[config.mk]
export PLATFORM = sky130hd
export DESIGN_NAME = logic_arbiter
export DESIGN_NICKNAME = d
export VERILOG_FILES = /design/src/rtl/logic_arbiter_pkg.sv /design/src/rtl/logic_arbiter_logic32.sv /design/src/rtl/logic_arbiter.sv
export SDC_FILE = /design/constraint.sdc
export NUM_CORES = 1
export LEC_CHECK = 0
export CORE_MARGIN = 2
export CORE_UTILIZATION = 52
export CTS_CLUSTER_DIAMETER = 120
export DETAILED_ROUTE_END_ITERATION = 10
export HOLD_SLACK_MARGIN = 0.02
export PLACE_DENSITY = 0.89
export SLEW_MARGIN = 20
export SYNTH_ARGS = -nofsm -noshare
export SYNTH_HDL_FRONTEND = slang
export SYNTH_SLANG_ARGS = --single-unit
[constraint.sdc]
create_clock -name clk -period 6.6 [get_ports clk]
set_input_delay 1.65 -clock clk [delete_from_list [all_inputs] [get_ports clk]]
set_output_delay 1.65 -clock clk [all_outputs]
set_load 0.05 [all_outputs]
[src/rtl/logic_arbiter_pkg.sv]
// rtl/logic_arbiter_pkg.sv - shared opcode encodings for the bitwise logic datapath
package logic_arbiter_pkg;

   typedef logic [1:0] op_t;

   localparam op_t OP_AND = 2'b00;
   localparam op_t OP_OR  = 2'b01;
   localparam op_t OP_XOR = 2'b10;
   localparam op_t OP_NOR = 2'b11;

endpackage

[src/rtl/logic_arbiter_logic32.sv]
// rtl/logic_arbiter_logic32.sv - combinational bitwise logic unit shared by both requesters
module logic32
   import logic_arbiter_pkg::*;
#(
   parameter int WIDTH = 32
) (
   input  logic [WIDTH-1:0] a,
   input  logic [WIDTH-1:0] b,
   input  op_t              op,
   output logic [WIDTH-1:0] res
);

   // decode the opcode into one of four bitwise functions
   always_comb begin
      res = '0;
      case (op)
         OP_AND:  res = a & b;
         OP_OR:   res = a | b;
         OP_XOR:  res = a ^ b;
         OP_NOR:  res = ~(a | b);
         default: res = '0;
      endcase
   end

endmodule

[src/rtl/logic_arbiter.sv]
// rtl/logic_arbiter.sv - round-robin arbiter feeding two requesters into one registered logic unit
module logic_arbiter
   import logic_arbiter_pkg::*;
#(
   parameter int WIDTH = 32
) (
   input  logic             clk,
   input  logic             reset,
   input  logic             req0_valid,
   input  logic [1:0]       req0_op,
   input  logic [WIDTH-1:0] req0_a,
   input  logic [WIDTH-1:0] req0_b,
   output logic             req0_ready,
   input  logic             req1_valid,
   input  logic [1:0]       req1_op,
   input  logic [WIDTH-1:0] req1_a,
   input  logic [WIDTH-1:0] req1_b,
   output logic             req1_ready,
   output logic             res_valid,
   output logic [WIDTH-1:0] res_data,
   output logic             res_id,
   input  logic             res_ready
);

   // prio=1 means requester 1 wins the next contested cycle
   logic             prio;
   logic             slot_free;
   logic             grant0;
   logic             grant1;
   op_t              sel_op;
   logic [WIDTH-1:0] sel_a;
   logic [WIDTH-1:0] sel_b;
   logic [WIDTH-1:0] alu_res;

   // slot can take a new result when empty or being drained this cycle
   assign slot_free = !res_valid || res_ready;

   // grants depend only on valids, slot state and priority, never on payload
   assign grant0 = !reset && slot_free && req0_valid && (!req1_valid || !prio);
   assign grant1 = !reset && slot_free && req1_valid && (!req0_valid ||  prio);

   assign req0_ready = grant0;
   assign req1_ready = grant1;

   // steer the granted requester's operands into the shared unit
   assign sel_op = grant1 ? req1_op : req0_op;
   assign sel_a  = grant1 ? req1_a  : req0_a;
   assign sel_b  = grant1 ? req1_b  : req0_b;

   logic32 #(.WIDTH(WIDTH)) u_logic32 (
      .a   (sel_a),
      .b   (sel_b),
      .op  (sel_op),
      .res (alu_res)
   );

   // result register and round-robin pointer; pointer moves only on a request transfer
   always_ff @(posedge clk) begin
      if (reset) begin
         res_valid <= 1'b0;
         res_data  <= '0;
         res_id    <= 1'b0;
         prio      <= 1'b0;
      end else if (grant0 || grant1) begin
         res_valid <= 1'b1;
         res_data  <= alu_res;
         res_id    <= grant1;
         prio      <= grant0;
      end else if (res_ready) begin
         res_valid <= 1'b0;
      end
   end

endmodule
==> metrics.txt <==
outcome finished clean; syn nets 817; Fin. Hold Viols 0; CP peak stage delay 0.82 ns; relative slew slack 44.30%; most frequent cells in the layout 168 x clkdlybuf4s50_1, 101 x nor2_1, 96 x mux2i_1; layout cells sized above 1 15.43%; via count 4,881; Most common cell on crit path clkdlybuf4s50_1; Buf+Inv Stages, Crit Path 2; Final Wtd Congestion 0.7697; Clock Pin Slew Worst Setup and Hold Paths 0.07 ns; clk sinks 35; initial antenna violation count 0; count of cell types in the netlist 28; Leak 0.002881 µW; final global-route overflow total 0; MaxCap Viol Count 0; Slew Limit Fails 0; Tmin final roughly 5.1 ns; Max Fclk around 0.2 GHz; Total Routing Usage GR 24.53%; ANT nets after route 0; DRT Pass-1 Iters 4; DR WL/cell 15.64 µm; synth top area cells mux2i_1 18%, ha_1 15%, dfxtp_1 13%; die area 0.01104 mm²; Post-CTS Setup Inserts 0; crit path cell chain clkdlybuf4s50_1 -> nor2b_2 -> nor2_1 -> and3_1 -> clkdlybuf4s50_1; Pwr per Cell Area 137.4 mW/mm²; RSZ-0062 raised after global routing false; TNS Setup 0 ns; WP data arrival about 3.5 ns; PostCTS Resize Cnt 0; Crit. End Element output port; # DRC 0; Least-Margin Pin Slew 0.8355 ns; fill count approximately 730; vias in the first global route ~5,200; Finish-stage setup viols 0; DIE HEIGHT 105.1 µm; drt total wl 13.84 mm; slowest CP cell clkdlybuf4s50_1; Initial Util a little over half; Worst Hold Class flip-flop to flip-flop; cts hold-fix bufs 0; Period Utilization, post-route 77.28%; VDD IR max 80.24 µV; Worst Setup Start Kind input port; TritonCTS Buffers 5; core area 0.009864 mm²; detailed placer's ending HPWL roughly 9.6 mm; sequential-to-total area share from yosys stat 13.20%; Worst-Skew Late Latency 0.28 ns; Avg Cell Area, Syn 8.620 µm²; Synth area leader mux2i_1; ANT cells 0; first-pass GRT wire length 23.20 mm; Hold Slack 0.4915 ns; commonest non-fill, non-tap cell in the layout clkdlybuf4s50_1; maximum clock insertion buffer count 2; mapped cell area 0.005310 mm²; Core Rows 36; TritonCTS clock tree built; Data required, critical path about 5 ns; die width 105.1 µm; Port Buffers approximately 170; CTS root buf clkbuf_8; flops & latches, synth 35; area fraction of the dominant cell type after synthesis a little under a fifth; Worst Skew roughly 0.0063 ns; Core Util, Final 71.16%; Crit Path Max Fanout 3; I/O pins 173; Yosys warning count 0; Crit Path Class input port to output port; Area growth syn-to-layout 32.19%; Mapped Cells 616; starting DRC count in detailed routing 171; fin nets roughly 950; Avg Vias per Cell 5.515; register-to-register setup slack 3.49 ns; cell family with most CP delay buffers and inverters; H-tree levels 2; largest net degree at the start of global routing 134
==> worst reg2reg max path, cell delays in order, from the launching register on <==
cell	delay, ns
dfxtp_1	0.37
and2b_1	0.21
nor4b_4	0.34
buf_12	0.68
mux2_2	0.53
ha_1	0.32
nor2_1	0.06
mux2i_1	0.21
o221ai_2	0.13
a211oi_2	0.20
==> layer usage <==
metal	routed length [µm]	share of wire (%)	up-vias	GRT usage [%]
met5	0	0	-	0
met4	73	0.53	0	5.143
met3	708	5.1	8	3.743
met2	7248	52	150	47.50
met1	5809	42	2338	28.05
li1	-	-	2385	-
==> worst paths after layout <==
kind | startpoint | end | depth (start not counted)
min reg2reg | res_id$_SDFFE_PP0P_ | res_id$_SDFFE_PP0P_ | 2
max reg2reg | prio$_SDFFE_PP0P_ | res_data[25]$_SDFFE_PP0P_ | 9
min | res_id$_SDFFE_PP0P_ | res_id$_SDFFE_PP0P_ | 2
max | res_ready | req0_ready | 5
==> area by class of cell <==
type / count / area, µm² / share of cell area, %
inverter: 64 / 240.2 / 3.422
clock buffer: 6 / 72.57 / 1.034
timing repair buffer: 178 / 1762 / 25.10
tap: 133 / 166.4 / 2.371
sequential: 35 / 700.7 / 9.982
multi-input combinational: 469 / 4078 / 58.09
==> power by group <==
part	switching, µW	leakage, µW	total [µW]	internal [µW]
clock network	81.8	0.0000371	152	70.7
logic	304	0.00255	569	265
registers	11.5	0.000290	243	232
==> state kept, by name (all words and copies together), names as in the netlist <==
register and flops:
prio 1, res_data 32, res_id 1, res_valid 1
==> logic make-up after synthesis <==
group	Yosys count	share of synthesized area, %
flops	35	13.20
fa+ha+maj	64	15.08
simple gates	175	16.14
compound gates	99	19.77
mux	131	25.73
buf+inv	112	10.08
==> cell usage after synthesis <==
cell type,count
nor2_1,101
mux2i_1,96
nand2b_1,65
ha_1,64
inv_1,64
dfxtp_1,35
a21oi_1,32
mux2_2,32
a211oi_2,31
o221ai_2,31
clkbuf_1,16
buf_4,13
buf_2,11
buf_6,7
mux2_4,3
nand2_1,3
a211oi_1,1
and2b_1,1
and3_1,1
buf_1,1
nor2b_2,1
nor3b_1,1
nor4b_4,1
o21a_1,1
o21ai_1,1
o21bai_1,1
o221ai_1,1
or2_2,1
==> metrics by stage <==
stage               setup WS [ns]  instances  total power (µW)  cell area [µm²]
finish                      1.500        885             964.7             7019
global route                1.412        885              1028             7019
CTS                         1.511        885             974.2             7019
detailed placement          1.516        879             817.2             6947
global placement            1.556        879             791.2             6947
floorplan                   2.225        616             643.9             5310
Note: power is estimated with default switching activity, not from simulation.
